[config.mk]
export PLATFORM = sky130hd
export DESIGN_NAME = alu_operand_stage_flat
export DESIGN_NICKNAME = d
export VERILOG_FILES = /design/src/rtl/alu_operand_stage_if.sv /design/src/rtl/alu_operand_stage.sv /design/src/flat_wrapper.sv
export SDC_FILE = /design/constraint.sdc
export NUM_CORES = 1
export LEC_CHECK = 0
export CORE_MARGIN = 2
export CORE_UTILIZATION = 45
export CTS_CLUSTER_SIZE = 14
export DETAILED_ROUTE_END_ITERATION = 10
export PLACE_DENSITY_LB_ADDON = 0.08
export RECOVER_POWER = 50
export SLEW_MARGIN = 20
export SYNTH_ARGS = -nofsm -noshare
export SYNTH_HDL_FRONTEND = slang
export SYNTH_SLANG_ARGS = --single-unit
[constraint.sdc]
create_clock -name clk -period 1.8 [get_ports clk]
set_input_delay 0.36 -clock clk [delete_from_list [all_inputs] [get_ports clk]]
set_output_delay 0.36 -clock clk [all_outputs]
set_load 0.02 [all_outputs]
[src/rtl/alu_operand_stage_if.sv]
`default_nettype none
// ============================================================================
//  Module      : alu_operand_stage_if
//  Description : Bundle of decode-side, forwarding-side and ALU-side signals
//                for the ID->EX operand stage.
//                master = decode/hazard/EX environment, slave = operand stage.
//  Signals     : in_*     decoded op + valid/ready handshake
//                mem_*    MEM-stage writeback (forwarding source, priority)
//                wb_*     WB-stage writeback (forwarding source)
//                flush    kill all buffered ops
//                out_*, a, b, aluc, ill_op   head entry towards the ALU
//  Revision    : 1.0  initial release
// ============================================================================
interface alu_operand_stage_if #(
  parameter int XLEN = 32,
  parameter int RIDX = 5
);
  logic            in_valid;
  logic            in_ready;
  logic [RIDX-1:0] in_rs1;
  logic [RIDX-1:0] in_rs2;
  logic [XLEN-1:0] in_q1;
  logic [XLEN-1:0] in_q2;
  logic [XLEN-1:0] in_imm;
  logic            in_use_imm;
  logic [3:0]      in_aluc;
  logic [RIDX-1:0] in_rd;
  logic            in_wreg;
  logic            mem_wreg;
  logic [RIDX-1:0] mem_rd;
  logic [XLEN-1:0] mem_data;
  logic            wb_wreg;
  logic [RIDX-1:0] wb_rd;
  logic [XLEN-1:0] wb_data;
  logic            flush;
  logic            out_valid;
  logic            out_ready;
  logic [XLEN-1:0] a;
  logic [XLEN-1:0] b;
  logic [3:0]      aluc;
  logic [RIDX-1:0] out_rd;
  logic            out_wreg;
  logic            ill_op;

  modport master (
    output in_valid, in_rs1, in_rs2, in_q1, in_q2, in_imm, in_use_imm,
           in_aluc, in_rd, in_wreg, mem_wreg, mem_rd, mem_data,
           wb_wreg, wb_rd, wb_data, flush, out_ready,
    input  in_ready, out_valid, a, b, aluc, out_rd, out_wreg, ill_op
  );

  modport slave (
    input  in_valid, in_rs1, in_rs2, in_q1, in_q2, in_imm, in_use_imm,
           in_aluc, in_rd, in_wreg, mem_wreg, mem_rd, mem_data,
           wb_wreg, wb_rd, wb_data, flush, out_ready,
    output in_ready, out_valid, a, b, aluc, out_rd, out_wreg, ill_op
  );
endinterface
`default_nettype wire

[src/rtl/alu_operand_stage.sv]
`default_nettype none
// ============================================================================
//  Module      : alu_operand_stage
//  Description : ID->EX operand stage feeding the 32-bit ALU. Captures a
//                decoded op on valid/ready, resolves MEM/WB forwarding at
//                capture, selects b from rs2 or immediate and buffers ops in
//                a 2-entry skid FIFO. The head entry drives a/b/aluc directly.
//  Ports       : clk   rising-edge clock
//                clrn  asynchronous active-low reset
//                bus   alu_operand_stage_if.slave (handshake, forwarding,
//                      flush and head-entry outputs)
//  Config      : ALU_FWD_EN defined  -> MEM/WB forwarding (MEM over WB,
//                                       x0 never forwarded)
//                ALU_FWD_EN undefined -> operands taken from regfile values
//  Revision    : 1.0  initial release
// ============================================================================
module alu_operand_stage #(
  parameter int XLEN = 32,
  parameter int RIDX = 5
) (
  input  logic                 clk,
  input  logic                 clrn,
  alu_operand_stage_if.slave   bus
);

  // Entry layout: {a, b, aluc, rd, wreg}
  localparam int c_EW = 2*XLEN + 4 + RIDX + 1;

  logic [c_EW-1:0] r_mem [0:1];
  logic            r_wr_ptr;
  logic            r_rd_ptr;
  logic [1:0]      r_count;

  // Head copy kept in dedicated registers so that the ALU-facing values
  // survive a drain or a flush unchanged.
  logic [XLEN-1:0] r_out_a;
  logic [XLEN-1:0] r_out_b;
  logic [3:0]      r_out_aluc;
  logic [RIDX-1:0] r_out_rd;
  logic            r_out_wreg;

  logic [XLEN-1:0] w_fwd_a;
  logic [XLEN-1:0] w_fwd_b;
  logic [XLEN-1:0] w_b;
  logic [c_EW-1:0] w_in_entry;
  logic            w_in_ready;
  logic            w_push;
  logic            w_pop;
  logic            w_head_load;
  logic [c_EW-1:0] w_head_next;
  logic            w_ill;

`ifdef ALU_FWD_EN
  function automatic logic [XLEN-1:0] fwd(input logic [RIDX-1:0] r,
                                          input logic [XLEN-1:0] q);
    logic [XLEN-1:0] v;
    v = q;
    if (r != '0) begin
      if (bus.mem_wreg && (bus.mem_rd == r))
        v = bus.mem_data;
      else if (bus.wb_wreg && (bus.wb_rd == r))
        v = bus.wb_data;
    end
    return v;
  endfunction

  assign w_fwd_a = fwd(bus.in_rs1, bus.in_q1);
  assign w_fwd_b = fwd(bus.in_rs2, bus.in_q2);
`else
  logic w_fwd_unused;
  assign w_fwd_a      = bus.in_q1;
  assign w_fwd_b      = bus.in_q2;
  assign w_fwd_unused = ^{bus.in_rs1, bus.in_rs2, bus.mem_wreg, bus.mem_rd,
                          bus.mem_data, bus.wb_wreg, bus.wb_rd, bus.wb_data};
`endif

  assign w_b        = bus.in_use_imm ? bus.in_imm : w_fwd_b;
  assign w_in_entry = {w_fwd_a, w_b, bus.in_aluc, bus.in_rd, bus.in_wreg};

  assign w_in_ready = (r_count != 2'd2) && !bus.flush;
  assign w_push     = bus.in_valid && w_in_ready;
  // flush overrides pop in the sequential block
  assign w_pop      = (r_count != 2'd0) && bus.out_ready;

  // Which entry becomes the head after this edge, and whether it differs
  // from the one currently shown.
  always_comb begin
    w_head_load = 1'b0;
    w_head_next = w_in_entry;
    if (w_pop) begin
      if (r_count == 2'd2) begin
        w_head_load = 1'b1;
        w_head_next = r_mem[~r_rd_ptr];
      end else if (w_push) begin
        // single entry leaves while the new op arrives: new op is head
        w_head_load = 1'b1;
      end
    end else if (w_push && (r_count == 2'd0)) begin
      w_head_load = 1'b1;
    end
    if (bus.flush) begin
      w_head_load = 1'b0;
    end
  end

  always_ff @(posedge clk or negedge clrn) begin
    if (!clrn) begin
      r_mem[0]   <= '0;
      r_mem[1]   <= '0;
      r_wr_ptr   <= 1'b0;
      r_rd_ptr   <= 1'b0;
      r_count    <= 2'd0;
      r_out_a    <= '0;
      r_out_b    <= '0;
      r_out_aluc <= '0;
      r_out_rd   <= '0;
      r_out_wreg <= 1'b0;
    end else if (bus.flush) begin
      r_wr_ptr <= 1'b0;
      r_rd_ptr <= 1'b0;
      r_count  <= 2'd0;
    end else begin
      if (w_push) begin
        r_mem[r_wr_ptr] <= w_in_entry;
        r_wr_ptr        <= ~r_wr_ptr;
      end
      if (w_pop) begin
        r_rd_ptr <= ~r_rd_ptr;
      end
      case ({w_push, w_pop})
        2'b10:   r_count <= r_count + 2'd1;
        2'b01:   r_count <= r_count - 2'd1;
        default: r_count <= r_count;
      endcase
      if (w_head_load) begin
        {r_out_a, r_out_b, r_out_aluc, r_out_rd, r_out_wreg} <= w_head_next;
      end
    end
  end

  always_comb begin
    case (r_out_aluc)
      4'b0000, 4'b0001, 4'b0010, 4'b0100, 4'b0101,
      4'b0110, 4'b0111, 4'b1000, 4'b1101: w_ill = 1'b0;
      default:                            w_ill = 1'b1;
    endcase
  end

  assign bus.in_ready  = w_in_ready;
  assign bus.out_valid = (r_count != 2'd0);
  assign bus.a         = r_out_a;
  assign bus.b         = r_out_b;
  assign bus.aluc      = r_out_aluc;
  assign bus.out_rd    = r_out_rd;
  assign bus.out_wreg  = r_out_wreg && !w_ill;
  assign bus.ill_op    = w_ill;

endmodule
`default_nettype wire
[src/flat_wrapper.sv]
// flat-port wrapper written by rule: the top's interface ports become plain ports
module alu_operand_stage_flat 
#(
  parameter int XLEN = 32,
  parameter int RIDX = 5
)
  (clk, clrn, bus_in_valid, bus_in_rs1, bus_in_rs2, bus_in_q1, bus_in_q2, bus_in_imm, bus_in_use_imm, bus_in_aluc, bus_in_rd, bus_in_wreg, bus_mem_wreg, bus_mem_rd, bus_mem_data, bus_wb_wreg, bus_wb_rd, bus_wb_data, bus_flush, bus_out_ready, bus_in_ready, bus_out_valid, bus_a, bus_b, bus_aluc, bus_out_rd, bus_out_wreg, bus_ill_op);
  alu_operand_stage_if #(.XLEN(XLEN), .RIDX(RIDX)) bus_i ();
  input  logic clk;
  input  logic clrn;
  input wire logic [$bits(bus_i.in_valid)-1:0] bus_in_valid;
  input wire logic [$bits(bus_i.in_rs1)-1:0] bus_in_rs1;
  input wire logic [$bits(bus_i.in_rs2)-1:0] bus_in_rs2;
  input wire logic [$bits(bus_i.in_q1)-1:0] bus_in_q1;
  input wire logic [$bits(bus_i.in_q2)-1:0] bus_in_q2;
  input wire logic [$bits(bus_i.in_imm)-1:0] bus_in_imm;
  input wire logic [$bits(bus_i.in_use_imm)-1:0] bus_in_use_imm;
  input wire logic [$bits(bus_i.in_aluc)-1:0] bus_in_aluc;
  input wire logic [$bits(bus_i.in_rd)-1:0] bus_in_rd;
  input wire logic [$bits(bus_i.in_wreg)-1:0] bus_in_wreg;
  input wire logic [$bits(bus_i.mem_wreg)-1:0] bus_mem_wreg;
  input wire logic [$bits(bus_i.mem_rd)-1:0] bus_mem_rd;
  input wire logic [$bits(bus_i.mem_data)-1:0] bus_mem_data;
  input wire logic [$bits(bus_i.wb_wreg)-1:0] bus_wb_wreg;
  input wire logic [$bits(bus_i.wb_rd)-1:0] bus_wb_rd;
  input wire logic [$bits(bus_i.wb_data)-1:0] bus_wb_data;
  input wire logic [$bits(bus_i.flush)-1:0] bus_flush;
  input wire logic [$bits(bus_i.out_ready)-1:0] bus_out_ready;
  output wire logic [$bits(bus_i.in_ready)-1:0] bus_in_ready;
  output wire logic [$bits(bus_i.out_valid)-1:0] bus_out_valid;
  output wire logic [$bits(bus_i.a)-1:0] bus_a;
  output wire logic [$bits(bus_i.b)-1:0] bus_b;
  output wire logic [$bits(bus_i.aluc)-1:0] bus_aluc;
  output wire logic [$bits(bus_i.out_rd)-1:0] bus_out_rd;
  output wire logic [$bits(bus_i.out_wreg)-1:0] bus_out_wreg;
  output wire logic [$bits(bus_i.ill_op)-1:0] bus_ill_op;
  assign bus_i.in_valid = bus_in_valid;
  assign bus_i.in_rs1 = bus_in_rs1;
  assign bus_i.in_rs2 = bus_in_rs2;
  assign bus_i.in_q1 = bus_in_q1;
  assign bus_i.in_q2 = bus_in_q2;
  assign bus_i.in_imm = bus_in_imm;
  assign bus_i.in_use_imm = bus_in_use_imm;
  assign bus_i.in_aluc = bus_in_aluc;
  assign bus_i.in_rd = bus_in_rd;
  assign bus_i.in_wreg = bus_in_wreg;
  assign bus_i.mem_wreg = bus_mem_wreg;
  assign bus_i.mem_rd = bus_mem_rd;
  assign bus_i.mem_data = bus_mem_data;
  assign bus_i.wb_wreg = bus_wb_wreg;
  assign bus_i.wb_rd = bus_wb_rd;
  assign bus_i.wb_data = bus_wb_data;
  assign bus_i.flush = bus_flush;
  assign bus_i.out_ready = bus_out_ready;
  assign bus_in_ready = bus_i.in_ready;
  assign bus_out_valid = bus_i.out_valid;
  assign bus_a = bus_i.a;
  assign bus_b = bus_i.b;
  assign bus_aluc = bus_i.aluc;
  assign bus_out_rd = bus_i.out_rd;
  assign bus_out_wreg = bus_i.out_wreg;
  assign bus_ill_op = bus_i.ill_op;
  alu_operand_stage #(.XLEN(XLEN), .RIDX(RIDX)) u_core (.clk(clk), .clrn(clrn), .bus(bus_i));
endmodule
==> results of run 1 <==
## stage by stage
stage / instances / power (W) / worst slack, ns
after CTS: 1324 / 0.01707 / -0.2030
after global routing: 1336 / 0.01804 / -0.2100
after detailed placement: 1252 / 0.01147 / -0.5613
after global placement: 1252 / 0.01122 / -0.4928
after floorplan: 706 / 0.009536 / 0.06948
final: 1337 / 0.01722 / -0.1455
## power by group
group          total [W]  leakage [nW]  internal (W)  switching (W)
registers        0.00699          2.68       0.00632       0.000663
clock network    0.00553         0.451       0.00347        0.00206
logic            0.00470          3.95       0.00287        0.00184
total             0.0172          7.08        0.0127        0.00456
## cells by family (layout without fill, tap and decap cells)
group                  after synthesis  after routing  share of synthesized area, %
AND/OR/NAND/NOR                     15             15                        0.8011
buffers and inverters               50            356                         3.330
XOR/XNOR                             1              1                       0.08011
multiplexers                       403            403                         43.44
other                                0              1                             0
AO/OA/AOI/OAI                       11             11                        0.6292
flip-flops                         226            226                         51.72
## synth_stat cells (2+ instances only)
cell / n
sky130_fd_sc_hd__clkbuf_1: 3
sky130_fd_sc_hd__or3_1: 2
sky130_fd_sc_hd__o211ai_1: 2
sky130_fd_sc_hd__mux2i_1: 4
sky130_fd_sc_hd__nor2_1: 3
sky130_fd_sc_hd__dfrtp_1: 226
sky130_fd_sc_hd__mux2_4: 58
sky130_fd_sc_hd__nor2b_1: 2
sky130_fd_sc_hd__buf_6: 19
sky130_fd_sc_hd__inv_1: 5
sky130_fd_sc_hd__a21oi_1: 3
sky130_fd_sc_hd__o21ai_0: 3
sky130_fd_sc_hd__mux2_2: 341
sky130_fd_sc_hd__buf_4: 2
sky130_fd_sc_hd__buf_2: 20
## per-layer routing
| metal | share of wire (%) | global-route usage (%) | wire length, µm | up-vias |
|---|---|---|---|---|
| li1 | - | - | - | 3157 |
| met1 | 44 | 27.97 | 12210 | 3591 |
| met2 | 49 | 36.48 | 13580 | 156 |
| met3 | 5.0 | 4.130 | 1377 | 31 |
| met4 | 1.6 | 5.119 | 444 | 0 |
| met5 | 0 | 0 | 0 | - |
## worst max-delay path, stage by stage, from the launching register on
cell and delay (ns):
sky130_fd_sc_hd__dfrtp_2 0.44, sky130_fd_sc_hd__o211ai_1 0.26, sky130_fd_sc_hd__and3_1 0.24, sky130_fd_sc_hd__buf_6 0.13
## cell type report
type | instances | share of cell area [%]
Clock inverter | 3 | 0.4141
Multi-Input combinational cell | 430 | 33.66
Timing Repair Buffer | 304 | 21.78
Tap cell | 324 | 2.580
Antenna cell | 1 | 0.01593
Clock buffer | 44 | 5.407
Inverter | 5 | 0.1194
Sequential cell | 226 | 36.02
## worst paths after layout
check                              startpoint          endpoint  slack (ns)  cells past startpoint
max                        u_core.bus.aluc[3]      bus_out_wreg       -0.15                      3
min                          u_core.r_mem[46]  u_core.r_mem[46]        0.50                      1
max reg2reg                 u_core.r_count[1]  u_core.bus.b[13]       -0.12                      7
min reg2reg                  u_core.r_mem[46]  u_core.r_mem[46]        0.50                      1
max in group asynchronous                clrn  u_core.r_mem[19]        0.18                      3
min in group asynchronous                clrn   u_core.bus.b[6]        0.66                      2
## repair_timing
item	CTS	global route
setup buffers	11	8
endpoints found under the setup margin	187	141
pin swaps	2	5
hold endpoints to repair	45	0
gates cloned	13	7
gates resized for setup	172	64
hold buffers	1	0
## flip-flops by register name, indices dropped and copies added (netlist names)
name and count:
u_core.bus.a 32, u_core.r_count 2, u_core.r_out_wreg 1, u_core.r_mem 148
u_core.bus.b 32, u_core.bus.out_rd 5, u_core.r_wr_ptr 1, u_core.bus.aluc 4
u_core.r_rd_ptr 1
==> key figures, run 1 <==
Run status
  – Status: complete, but fails checks
  – Violated checks: negative setup slack

Timing
  – Final-report hold violation count: 0
  – Worst Max-Slew Pin Slew: 1.307 ns
  – Fin Clk Skew: 0.008442 ns
  – PnR worst setup slack: -0.1455 ns
  – Crit share post-route: 108.1%
  – Max-slew violation count: 0
  – Setup Viol. Count Final: 71
  – Fmax achieved: 0.5140 GHz
  – Hold_ws: 0.5001 ns
  – Shortest clock period the worst path allows after layout: 1.945 ns
  – Worst relative slew slack: 12.84%
  – RSZ-0062 raised after global routing: yes
  – Summed negative setup slack over all endpoints: -6.364 ns

GRT
  – Global-route wire length before repair: 43410 µm
  – GRT Residual Overflow: 0
  – Via count of the first global-routing pass: 7868
  – Initial antenna violation count: 1
  – Overall global routing resource usage: 21.28%
  – Largest net degree at the start of global routing: 53

Routing
  – Drt first pass iters: 4
  – Antenna-violating nets left: 0
  – Post-route DRC: 0
  – Average wire per standard cell: 20.65 µm
  – Total via count in the routed design: 6935
  – Detail-routed via count per cell: 5.187
  – Iter 0 DRT Violations: 239
  – Total detailed-routing wirelength: 27620 µm

Place
  – Global placement routability congestion: 0.7517
  – Quantity of I/O buffers inserted on ports: 188
  – Area of placed instances: 13750 µm²
  – Estimated wirelength of the detail-placed design: 16760 µm

Die
  – Vert. Die Dim: 159.9 µm
  – Number of primary I/O pins: 275
  – Die span in x: 159.9 µm
  – Starting density of the core: 45.36%
  – DIE AREA: 25560 µm²
  – Standard-cell rows: 57
  – Core Box Area: 24110 µm²

Finish
  – Sequential Area: 5660 µm²
  – Total area of multi-input combinational cells: 5289 µm²
  – Top library cells by usage in the layout, fill and taps aside: 255 x sky130_fd_sc_hd__mux2_2, 224 x sky130_fd_sc_hd__dfrtp_1, 144 x sky130_fd_sc_hd__mux2_4
  – FILL cells: 1839
  – Core occupancy in the finished layout: 65.18%
  – Final net count: 1191
  – Total non-filler cell area in the finished layout: 15710 µm²
  – Leading cell type in the layout, fill and taps excluded: sky130_fd_sc_hd__mux2_2
  – Synth-to-Final Area Change: 43.68%
  – Layout cells sized above 1: 56.32%

Worst setup path
  – Arr. time, crit path: 1.59 ns
  – Critical Setup Path Class: reg2out
  – Critical path peak fanout: 4
  – CP Launch Type: flip-flop
  – CP Data Required Time: 1.44 ns
  – Worst setup EP type: output port

Clocking
  – Clock insertion delay at the later pin of the skew report: 0.52 ns
  – Clock tree sinks: 226
  – Clock transition time at the flip-flop clock pins of the worst setup and hold paths: 0.06 ns
  – Root cell of the clock tree: sky130_fd_sc_hd__clkbuf_16
  – Clock Path Buffers: 3
  – Clock tree from TritonCTS: built
  – Number of levels the H-tree was split into: 1
  – Cts bufs inserted: 26

Synthesis
  – Commonest register cell after synthesis: sky130_fd_sc_hd__dfrtp_1
  – Average cell area after synthesis: 15.49 µm²
  – Synth top area cells: sky130_fd_sc_hd__dfrtp_1 52%, sky130_fd_sc_hd__mux2_2 35%, sky130_fd_sc_hd__mux2_4 8.0%, sky130_fd_sc_hd__buf_6 2.0%, sky130_fd_sc_hd__buf_2 0.92%
  – Mapped Cells: 706
  – Area fraction of the dominant cell type after synthesis: 51.72%
  – Number of different library cells in the post-synthesis netlist: 28
  – Register area share after synthesis: 51.72%
  – Fraction of registers with async set/reset: 100.0%
  – Yosys warning total: 0
  – Cell taking the most area after synthesis: sky130_fd_sc_hd__dfrtp_1
  – Number of enable-type register cells in the synthesized netlist: 0
  – Yosys reg bits: 226
  – Mapped Nets: 904
  – Post-Syn Area: 10940 µm²

Job
  – Max Cap Violations: 0

Hold path
  – Worst hold path type: reg2reg

Power and ir drop
  – Static power due to leakage: 7.083 nW
  – Power density cells: 1096 nW/µm²
  – Peak VDD IR: 749.2 µV
Power figures use the tool's default switching activity.
==> inputs of run 2 (changes only) <==
--- a/config.mk
+++ b/config.mk
@@ -6,9 +6,10 @@
 export NUM_CORES = 1
 export LEC_CHECK = 0
 export CORE_MARGIN = 2
-export CORE_UTILIZATION = 45
+export CORE_UTILIZATION = 35
 export CTS_CLUSTER_SIZE = 14
 export DETAILED_ROUTE_END_ITERATION = 10
+export DONT_BUFFER_PORTS = 1
 export PLACE_DENSITY_LB_ADDON = 0.08
 export RECOVER_POWER = 50
 export SLEW_MARGIN = 20
==> run 2 against run 1 <==
The run ends with negative hold slack, negative setup slack left; hold slack got worse by 0.97 ns; utilization fell by 20 points; critical path depth did not move; combinational power fell by 28%; global-route usage fell by 6.3 points; via count fell by 9.8%; cell count fell by 9.4%; largest power group unchanged; sequential power rose by 7.7%; clock power barely moved; die area rose by 28%.
==> key figures, run 2 (same netlist as run 1, synthesis figures left out) <==
Finish
  – Layout cells sized above 1: 62.94%
  – Number of flip-flops under the largest register name: 148
  – Synth-to-Final Area Change: 28.01%
  – Sequential Area: 5663 µm²
  – Total area of multi-input combinational cells: 5413 µm²
  – FILL cells: 2672
  – Number of antenna diodes: 0
  – Final net count: 995
  – Count of placed standard cells in the final layout, fillers left out: 1211
  – Leading cell type in the layout, fill and taps excluded: sky130_fd_sc_hd__mux2_2
  – Top library cells by usage in the layout, fill and taps aside: 224 x sky130_fd_sc_hd__mux2_2, 222 x sky130_fd_sc_hd__dfrtp_1, 175 x sky130_fd_sc_hd__mux2_4
  – Register ranked first by flip-flop count: u_core.r_mem

Timing
  – Worst Max-Slew Pin Slew: 0.4048 ns
  – Setup Viol. Count Final: 45
  – Crit share post-route: 104.7%
  – Shortest clock period the worst path allows after layout: 1.884 ns
  – Worst relative slew slack: 73.01%
  – Hold_ws: -0.4736 ns
  – PnR worst setup slack: -0.08408 ns
  – Fmax achieved: 0.5308 GHz
  – Fin Clk Skew: 0.006670 ns
  – Max-slew violation count: 0
  – Final-report hold violation count: 226
  – RSZ-0062 raised after global routing: yes

Die
  – Starting density of the core: 35.66%
  – Vert. Die Dim: 180.8 µm
  – Die span in x: 180.8 µm
  – Core Box Area: 30670 µm²
  – Number of primary I/O pins: 275
  – Standard-cell rows: 64
  – DIE AREA: 32670 µm²

Routing
  – Total via count in the routed design: 6253
  – Drt first pass iters: 4
  – Iter 0 DRT Violations: 259
  – Average wire per standard cell: 23.11 µm
  – Post-route DRC: 0
  – Detail-routed via count per cell: 5.164
  – Antenna-violating nets left: 0
  – Total detailed-routing wirelength: 27980 µm

Hold path
  – Worst hold path type: in2async

Worst setup path
  – Slowest-stage cell, CP: sky130_fd_sc_hd__dfrtp_2
  – Worst-case register-to-register setup slack: -0.06 ns
  – Worst setup EP type: output port
  – Cell-by-cell trace of the critical path: nor2b_1 > o21ai_2 > and3_4
  – Critical path peak fanout: 3
  – Largest stage delay on the critical path: 0.45 ns
  – Critical R2R Launch: u_core.r_count[1]
  – Number of cell instances on the worst register-to-register path: 5
  – CP Data Required Time: 1.44 ns
  – End of the worst register-to-register path: u_core.bus.a[29]
  – Origin of the worst setup path: u_core.bus.aluc[2]
  – Critical Setup Path Class: reg2out
  – Arr. time, crit path: 1.52 ns
  – CP Launch Type: flip-flop

Power and ir drop
  – Power density cells: 1176 nW/µm²
  – Peak VDD IR: 538.4 µV
  – Power share of the combinational group: 20.5%
  – Static power due to leakage: 6.212 nW
  – Clk network pwr share: 33.7%
  – Final Total Pwr: 0.01646 W
  – Relative contribution of sequential cells to total power: 45.8%
  – Share of total power consumed by net switching: 26.48%
  – NetSw: 0.004358 W
  – Internal power component: 0.01210 W

Clocking
  – Clock transition time at the flip-flop clock pins of the worst setup and hold paths: 0.06 ns
  – Number of buffers inserted for hold repair after clock tree synthesis: 46
  – Clock insertion delay at the later pin of the skew report: 0.52 ns
  – Number of levels the H-tree was split into: 1
  – Cts bufs inserted: 27
  – Clock Path Buffers: 3
  – Clock tree from TritonCTS: built
  – Clock tree sinks: 226
  – Root cell of the clock tree: sky130_fd_sc_hd__clkbuf_16

Run status
  – Violated checks: negative hold slack, negative setup slack
  – Status: complete, but fails checks

Place
  – Instance count after placement with tap cells included: 1090
  – Global placement routability congestion: 0.6922
  – Estimated wirelength of the detail-placed design: 14810 µm
  – Quantity of I/O buffers inserted on ports: 0

GRT
  – Via count of the first global-routing pass: 6767
  – Initial antenna violation count: 0
  – Overall global routing resource usage: 14.99%
  – Largest net degree at the start of global routing: 227
  – GRT Residual Overflow: 0
  – Global-route wire length before repair: 39270 µm

Job
  – Max Cap Violations: 0
run 2: cell types whose count changed in the layout (fill, tap and decap cells not counted), moves of 11 or more:
| cell | before | now |
|---|---|---|
| sky130_fd_sc_hd__clkdlybuf4s50_1 | 110 | 0 |
| sky130_fd_sc_hd__buf_16 | 14 | 3 |
| sky130_fd_sc_hd__mux2_4 | 144 | 175 |
| sky130_fd_sc_hd__dlygate4sd3_1 | 1 | 46 |
| sky130_fd_sc_hd__buf_4 | 57 | 16 |
| sky130_fd_sc_hd__dlygate4sd2_1 | 70 | 0 |
| sky130_fd_sc_hd__mux2_2 | 255 | 224 |
run 2: worst max-delay path, delay by kind of cell (launching register included):
kind             cells  cell delay (ns)
AO/OA/AOI/OAI        1             0.15
flip-flops           1             0.45
AND/OR/NAND/NOR      2             0.40
run 2: cell type report:
cell class	count	area share, %
flip-flops and latches	226	40.45
inverters	5	0.1341
repair buffers	107	10.74
well taps	396	3.540
clock inverters	3	0.4648
multi-input cells	430	38.67
clock buffers	44	5.998
run 2: how the worst max path moves through the flow:
stage	to	cells past startpoint
after floorplan	u_core.bus.b[10]	5
after global placement	u_core.r_mem[112]	6
after detailed placement	u_core.r_mem[114]	6
after CTS	bus_out_wreg	3
after global routing	bus_out_wreg	3
final	bus_out_wreg	3
run 2: power by group through the flow:
stage	logic (W)	registers, W	clock network [W]
after floorplan	0.00224	0.00730	0
after global placement	0.00250	0.00750	0
after detailed placement	0.00260	0.00759	0
after CTS	0.00277	0.00751	0.00573
after global routing	0.00363	0.00770	0.00594
final	0.00338	0.00753	0.00555
run 2: metal layers:
| metal | global-route usage (%) | wire [µm] | vias to the layer above |
|---|---|---|---|
| li1 | - | - | 2751 |
| met1 | 19.06 | 12560 | 3324 |
| met2 | 26.01 | 13570 | 144 |
| met3 | 3.487 | 1380 | 34 |
| met4 | 3.161 | 463 | 0 |
| met5 | 0 | 0 | - |
run 2: timing repair:
action	4_1_cts	5_1_grt
pin swaps	0	3
gates resized for setup	14	144
endpoints found under the hold margin	314	226
setup endpoints to repair	122	148
gates cloned	1	19
setup buffers	3	5
run 2: per-stage QoR:
stage	util (%)	setup slack, ns	setup TNS [ns]	instance area [µm²]
after global routing	45.64	-0.1652	-4.350	14000
after CTS	42.45	-0.1054	-0.4086	13020
final	45.64	-0.08408	-1.161	14000
after global placement	37.67	-0.08690	-4.648	11550
after detailed placement	37.67	-0.09516	-4.995	11550
after floorplan	-	0.06948	0	10940
